**src/rtl/btn_cond_if.sv**
```systemverilog
// Button conditioner bus: raw button inputs plus all per-channel conditioned outputs.
// Latency: none, this is wiring only.
// Backpressure: none; every signal is a free-running level or a one-cycle pulse.
//
// Ports (all N bits wide, one bit per channel):
//   btn_i        raw asynchronous button inputs, active-high
//   level_o      debounced button state
//   press_o      one-cycle pulse on an accepted rising level
//   release_o    one-cycle pulse on an accepted falling level
//   long_press_o one-cycle pulse when the hold reaches the long-press time
//   repeat_o     one-cycle auto-repeat pulses while held
interface btn_cond_if #(
  parameter int N = 4
);
  logic [N-1:0] btn_i;
  logic [N-1:0] level_o;
  logic [N-1:0] press_o;
  logic [N-1:0] release_o;
  logic [N-1:0] long_press_o;
  logic [N-1:0] repeat_o;

  // master: the side that presses buttons and watches the events
  modport master (
    output btn_i,
    input  level_o, press_o, release_o, long_press_o, repeat_o
  );

  // slave: the conditioner itself
  modport slave (
    input  btn_i,
    output level_o, press_o, release_o, long_press_o, repeat_o
  );
endinterface

```
**src/rtl/btn_cond.sv**
```systemverilog
// Per-channel button conditioner: 2-flop sync, debounce, press/release/long-press/auto-repeat events.
// Latency: clean btn_i edge to level_o change is 2+DB_CYCLES cycles; event pulses coincide with level.
// Backpressure: none; outputs are free-running levels and one-cycle pulses that cannot be stalled.
//
// Ports:
//   mclk   sole clock, rising edge
//   rst_n  asynchronous active-low reset; clears every flop and forces all FSMs to IDLE
//   bus    btn_cond_if slave modport: btn_i in; level_o, press_o, release_o,
//          long_press_o, repeat_o out (N bits each, one bit per channel)
module btn_cond #(
  parameter int N             = 4,
  parameter int DB_CYCLES     = 4,
  parameter int LONG_CYCLES   = 20,
  parameter int REPEAT_CYCLES = 8,
  parameter bit REPEAT_EN     = 1'b1
) (
  input  logic       mclk,
  input  logic       rst_n,
  btn_cond_if.slave  bus
);

  localparam int DBW = $clog2(DB_CYCLES + 1);
  localparam int LW  = $clog2(LONG_CYCLES + 1);
  localparam int RW  = $clog2(REPEAT_CYCLES + 1);
  // One hold counter serves both HELD (counts to LONG_CYCLES-1) and REPEAT
  // (counts to REPEAT_CYCLES-1), so it is sized for the larger of the two.
  localparam int CW  = (LW > RW) ? LW : RW;

  typedef enum logic [1:0] {
    ST_IDLE,
    ST_HELD,
    ST_REPEAT
  } state_e;

  logic [N-1:0] level_v;
  logic [N-1:0] press_v;
  logic [N-1:0] release_v;
  logic [N-1:0] long_v;
  logic [N-1:0] repeat_v;

  for (genvar i = 0; i < N; i++) begin : g_ch
    logic           sync1_q, sync2_q;
    logic           level_q, level_d;
    logic [DBW-1:0] db_cnt_q, db_cnt_d;
    state_e         state_q, state_d;
    logic [CW-1:0]  hold_cnt_q, hold_cnt_d;
    logic           press_q, press_d;
    logic           rel_q, rel_d;
    logic           long_q, long_d;
    logic           rpt_q, rpt_d;
    logic           rise, fall;

    always_ff @(posedge mclk or negedge rst_n) begin
      if (!rst_n) begin
        sync1_q    <= 1'b0;
        sync2_q    <= 1'b0;
        level_q    <= 1'b0;
        db_cnt_q   <= '0;
        state_q    <= ST_IDLE;
        hold_cnt_q <= '0;
        press_q    <= 1'b0;
        rel_q      <= 1'b0;
        long_q     <= 1'b0;
        rpt_q      <= 1'b0;
      end else begin
        sync1_q    <= bus.btn_i[i];
        sync2_q    <= sync1_q;
        level_q    <= level_d;
        db_cnt_q   <= db_cnt_d;
        state_q    <= state_d;
        hold_cnt_q <= hold_cnt_d;
        press_q    <= press_d;
        rel_q      <= rel_d;
        long_q     <= long_d;
        rpt_q      <= rpt_d;
      end
    end

    // Debounce: the counter only survives across consecutive differing
    // samples; any sample matching level wipes it, so short glitches never
    // accumulate.
    always_comb begin
      level_d  = level_q;
      db_cnt_d = '0;
      if (sync2_q != level_q) begin
        if (db_cnt_q == DBW'(DB_CYCLES - 1)) begin
          level_d = sync2_q;
        end else begin
          db_cnt_d = db_cnt_q + DBW'(1);
        end
      end
    end

    // Edges are taken from level_d so the registered pulses line up with the
    // first cycle level_q shows the new value.
    assign rise = level_d & ~level_q;
    assign fall = ~level_d & level_q;

    // Hold FSM. A fall is checked first in HELD/REPEAT so a release landing on
    // a long-press or repeat cycle suppresses those pulses.
    always_comb begin
      state_d    = state_q;
      hold_cnt_d = hold_cnt_q;
      press_d    = rise;
      rel_d      = fall;
      long_d     = 1'b0;
      rpt_d      = 1'b0;
      case (state_q)
        ST_IDLE: begin
          hold_cnt_d = '0;
          if (rise) begin
            state_d = ST_HELD;
          end
        end
        ST_HELD: begin
          if (fall) begin
            state_d    = ST_IDLE;
            hold_cnt_d = '0;
          end else if (hold_cnt_q == CW'(LONG_CYCLES - 1)) begin
            state_d    = ST_REPEAT;
            hold_cnt_d = '0;
            long_d     = 1'b1;
            rpt_d      = REPEAT_EN;
          end else begin
            hold_cnt_d = hold_cnt_q + CW'(1);
          end
        end
        ST_REPEAT: begin
          if (fall) begin
            state_d    = ST_IDLE;
            hold_cnt_d = '0;
          end else if (hold_cnt_q == CW'(REPEAT_CYCLES - 1)) begin
            hold_cnt_d = '0;
            rpt_d      = REPEAT_EN;
          end else begin
            hold_cnt_d = hold_cnt_q + CW'(1);
          end
        end
        default: begin
          state_d    = ST_IDLE;
          hold_cnt_d = '0;
        end
      endcase
    end

    assign level_v[i]   = level_q;
    assign press_v[i]   = press_q;
    assign release_v[i] = rel_q;
    assign long_v[i]    = long_q;
    assign repeat_v[i]  = rpt_q;
  end

  assign bus.level_o      = level_v;
  assign bus.press_o      = press_v;
  assign bus.release_o    = release_v;
  assign bus.long_press_o = long_v;
  assign bus.repeat_o     = repeat_v;

endmodule

```
**src/flat_wrapper.sv**
```systemverilog
// flat-port wrapper written by rule: the top's interface ports become plain ports
module btn_cond_flat 
#(
  parameter int N             = 4,
  parameter int DB_CYCLES     = 4,
  parameter int LONG_CYCLES   = 20,
  parameter int REPEAT_CYCLES = 8,
  parameter bit REPEAT_EN     = 1'b1
)
  (mclk, rst_n, bus_btn_i, bus_level_o, bus_press_o, bus_release_o, bus_long_press_o, bus_repeat_o);
  btn_cond_if #(.N(N)) bus_i ();
  input  logic mclk;
  input  logic rst_n;
  input wire logic [$bits(bus_i.btn_i)-1:0] bus_btn_i;
  output wire logic [$bits(bus_i.level_o)-1:0] bus_level_o;
  output wire logic [$bits(bus_i.press_o)-1:0] bus_press_o;
  output wire logic [$bits(bus_i.release_o)-1:0] bus_release_o;
  output wire logic [$bits(bus_i.long_press_o)-1:0] bus_long_press_o;
  output wire logic [$bits(bus_i.repeat_o)-1:0] bus_repeat_o;
  assign bus_i.btn_i = bus_btn_i;
  assign bus_level_o = bus_i.level_o;
  assign bus_press_o = bus_i.press_o;
  assign bus_release_o = bus_i.release_o;
  assign bus_long_press_o = bus_i.long_press_o;
  assign bus_repeat_o = bus_i.repeat_o;
  btn_cond #(.N(N), .DB_CYCLES(DB_CYCLES), .LONG_CYCLES(LONG_CYCLES), .REPEAT_CYCLES(REPEAT_CYCLES), .REPEAT_EN(REPEAT_EN)) u_core (.mclk(mclk), .rst_n(rst_n), .bus(bus_i));
endmodule
```
**config.mk**
```make
export PLATFORM = sky130hd
export DESIGN_NAME = btn_cond_flat
export DESIGN_NICKNAME = d
export VERILOG_FILES = /design/src/rtl/btn_cond_if.sv /design/src/rtl/btn_cond.sv /design/src/flat_wrapper.sv
export SDC_FILE = /design/constraint.sdc
export NUM_CORES = 1
export LEC_CHECK = 0
export ABC_AREA = 1
export ABC_CLOCK_PERIOD_IN_PS = 1400
export BUFFER_PORTS_ARGS = -buffer_cell sky130_fd_sc_hd__buf_2
export CAP_MARGIN = 20
export CORE_MARGIN = 1
export CORE_UTILIZATION = 60
export CTS_CLUSTER_DIAMETER = 30
export DETAILED_ROUTE_END_ITERATION = 10
export GPL_ROUTABILITY_DRIVEN = 0
export PLACE_DENSITY = 0.8
export REMOVE_ABC_BUFFERS = 1
export SLEW_MARGIN = 20
export SYNTH_ARGS = -nofsm -noshare
export SYNTH_HDL_FRONTEND = slang
export SYNTH_SLANG_ARGS = --single-unit
export TNS_END_PERCENT = 50
```
**constraint.sdc**
```tcl
create_clock -name mclk -period 1.4 [get_ports mclk]
set_clock_uncertainty 0.1 [all_clocks]
set_input_delay 0.21 -clock mclk [delete_from_list [all_inputs] [get_ports mclk]]
set_output_delay 0.21 -clock mclk [all_outputs]
set_load 0.02 [all_outputs]
```
==> impl_metrics.py <==
metrics = {
    "power": {
        "vdd_drop_max_mv": 0.8922,
        "power.density_nw_per_um2": 1424,
        "total_power_mw": 5.674,
        "leakagePower_nw": 2.056,
    },
    "worst_setup_path": {
        "worstPathArrival_ps": 1550,
        "cp.required_ps": 1550,
        "r2r_end": "u_core.g_ch[2].hold_cnt_q[1]",
        "cp_top_family": "flip-flops",
        "endpoint_kind": "flip-flop",
        "critical_path_class": "flip-flop to flip-flop",
        "rr_startpoint": "u_core.g_ch[2].state_q[0]",
        "worst-path-buf-inv": 1,
        "worst_path_max_delay_cell": "dfrtp_1",
        "reg2reg_slack_ps": 4,
        "worstPathCellList": "inv_1, ha_1, o211ai_1, nor2_1",
        "worst-path-stages": 4,
        "cp-start-kind": "flip-flop",
        "slowest_delay_ps": 430,
        "reg2reg_depth": 4,
        "worstPathMaxFanout": 4,
    },
    "floorplanning": {
        "die_w_um": 76.95,
        "coreArea_um2": 5270,
        "die_height_um": 76.95,
        "io_pins": 26,
        "num_rows": 26,
        "dieArea_um2": 5921,
        "initial_core_util": 0.6396,
    },
    "logic_synthesis": {
        "synth.most_common_cell": "dfrtp_1",
        "ys_async_sr_fraction": 1.000,
        "synthTopCellsByCount": "68 x dfrtp_1, 58 x nand2_1, 51 x inv_1",
        "ys_warn_count": 0,
        "ys_seq_elements": 68,
        "synth_area_leaders": "dfrtp_1 50%, ha_1 8.2%, nand2_1 6.5%",
        "synth_top_area_frac": 0.5048,
        "yosysUniqueCellTypes": 25,
        "synth_ff_type": "dfrtp_1",
        "synth_edf_count": 0,
        "synthCells": 353,
        "syn_area_um2": 3371,
        "synth_top_area_cell": "dfrtp_1",
        "avgSynthCellArea_um2": 9.549,
        "ys_seq_area_frac": 0.5048,
    },
    "job": {
        "max-cap-violations": 0,
    },
    "clock_network": {
        "clkSinkCount": 68,
        "cts_root_buf": "clkbuf_8",
        "cts_max_level": 3,
        "clock_latency_ps": 340,
        "ctsLongestPathBuffers": 2,
        "clkSlewWorstSetupHoldPaths_ps": 70,
        "cts_inserted_buffers": 9,
        "cts_tree": "done",
    },
    "placed_design": {
        "portBuffers": 25,
        "dp_hpwl_mm": 3.719,
        "placed_area_um2": 3476,
        "pre_cts_ws_ps": -24.14,
    },
    "route": {
        "totalWireLength_mm": 5.834,
        "drt_iter0_drc": 133,
        "drc": 0,
        "postRouteAntennaNets": 0,
        "routed.top_layer": "met4",
        "wl_met2_mm": 3.027,
        "met1_length_mm": 2.456,
        "num_vias": 2309,
        "wl_met3_um": 207,
        "via_per_inst": 5.020,
        "wl_per_cell_um": 12.68,
        "first_pass_iters": 4,
    },
    "run_status": {
        "run_status": "complete, no violations",
    },
    "hold_path": {
        "hold_class": "flip-flop to flip-flop",
        "hold_depth": 0,
        "holdCritStartpoint": "u_core.g_ch[1].sync1_q",
        "min_to": "u_core.g_ch[1].sync2_q",
    },
    "global_routing": {
        "grt_usage": 0.2088,
        "antenna_found_initial": 0,
        "grt_first_pass_wirelength_mm": 9.563,
        "grt-ovfl-total": 0,
        "grt_max_degree": 69,
        "grt_pass1_vias": 2297,
    },
    "sta": {
        "tightestPinTransition_ps": 346.9,
        "finalCritPeriodShare": 0.9972,
        "hold_viol": 0,
        "setup_viol": 0,
        "rsz0062_at_grt": "yes",
        "drv_slew": 0,
        "fin_ws_ps": 3.989,
        "max_slew_margin": 0.7687,
        "fin_crit_ps": 1396,
        "clock.fmax_mhz": 716.3,
    },
    "finish": {
        "syn2layout_area_growth_pct": 18.19,
        "nFillCells": 367,
        "num-nets-final": 415,
        "drive_gt1_frac": 0.3128,
        "fin_util": 0.7559,
        "antenna_cells": 0,
        "fin_area_um2": 3984,
    },
}
## repair_timing
item,CTS,global route
endpoints found under the hold margin,72,0
hold buffers,5,0
setup endpoints to repair,11,28
gates resized for setup,4,48
pin swaps,2,24
gates cloned,0,0
buffers inserted,1,8
## power breakdown
group | internal, mW | switching (mW) | leakage (nW)
clock network | 0.798 | 0.676 | 0.0890
registers | 2.21 | 0.207 | 0.912
logic | 0.749 | 1.03 | 1.06
total | 3.76 | 1.92 | 2.06
## how the worst max path moves through the flow
stage                               start                            to  slack (ps)
4_1_cts        u_core.g_ch[3].db_cnt_q[0]     u_core.g_ch[3].state_q[1]           2
3_5_place_dp   u_core.g_ch[1].db_cnt_q[0]  u_core.g_ch[1].hold_cnt_q[0]         -20
2_1_floorplan  u_core.g_ch[1].db_cnt_q[0]  u_core.g_ch[1].hold_cnt_q[0]         110
5_1_grt         u_core.g_ch[3].state_q[1]          u_core.g_ch[3].rpt_q         -80
6_report        u_core.g_ch[2].state_q[0]  u_core.g_ch[2].hold_cnt_q[1]           4
3_3_place_gp   u_core.g_ch[0].db_cnt_q[0]          u_core.g_ch[0].rpt_q          60
## cell usage in the layout, fill, tap and decap left out, types with 5 or more instances in the layout
cell type      instances
xor2_1                 8
dlygate4sd3_1          5
inv_1                 47
nor3_1                 8
ha_1                  10
ha_4                   8
nand4_1                8
buf_2                 25
nand2_1               47
nand2_4                9
o21ai_2                6
nor2_4                 6
clkbuf_8               9
inv_2                  7
dfrtp_1               68
nand3_4                5
nor2_2                 7
nand3_1               13
nand2_2               11
buf_4                 12
nor2_1                39
## registers in the layout (all words and copies together), names as in the netlist
signal / count
u_core.g_ch.rpt_q: 4
u_core.g_ch.rel_q: 4
u_core.g_ch.state_q: 8
u_core.g_ch.db_cnt_q: 12
u_core.g_ch.hold_cnt_q: 20
u_core.g_ch.long_q: 4
u_core.g_ch.sync1_q: 4
u_core.g_ch.press_q: 4
u_core.g_ch.sync2_q: 4
u_core.g_ch.level_q: 4
## cell families (layout without fill, tap and decap cells)
kind of cell	count (synthesis)	in the layout	synth area share
AOI/OAI and AO/OA	17	17	0.03452
DFF	68	68	0.5048
and+or+nand+nor	160	160	0.2431
xor gates and xnor gates	12	12	0.03118
buffers and inverters	74	111	0.1047
adders and majority gates	22	22	0.08166
## routing by layer
metal | track usage | vias to the layer above
met5 | 0 | -
met4 | 0.1231 | 0
met3 | 0.05476 | 14
met2 | 0.3464 | 42
met1 | 0.2429 | 1103
li1 | - | 1150
## layout make-up
class | instances | area, um^2 | area share
Sequential cell | 68 | 1702 | 0.4271
Tap cell | 70 | 87.58 | 0.02198
Clock inverter | 3 | 40.04 | 0.01005
Clock buffer | 11 | 131.4 | 0.03298
Inverter | 54 | 202.7 | 0.05088
Multi-Input combinational cell | 211 | 1535 | 0.3854
Timing Repair Buffer | 43 | 285.3 | 0.07161
## per-stage QoR
| stage | setup TNS (ps) | hold WS (ps) | std cells |
|---|---|---|---|
| finish | 0 | 254.8 | 460 |
| global route | -459.3 | 270.2 | 460 |
| CTS | 0 | 255.2 | 452 |
| detailed placement | -24.14 | 154.8 | 432 |
| global placement | 0 | 154.5 | 432 |
| floorplan | 0 | -185.6 | 333 |
Note: power is estimated with default switching activity, not from simulation.
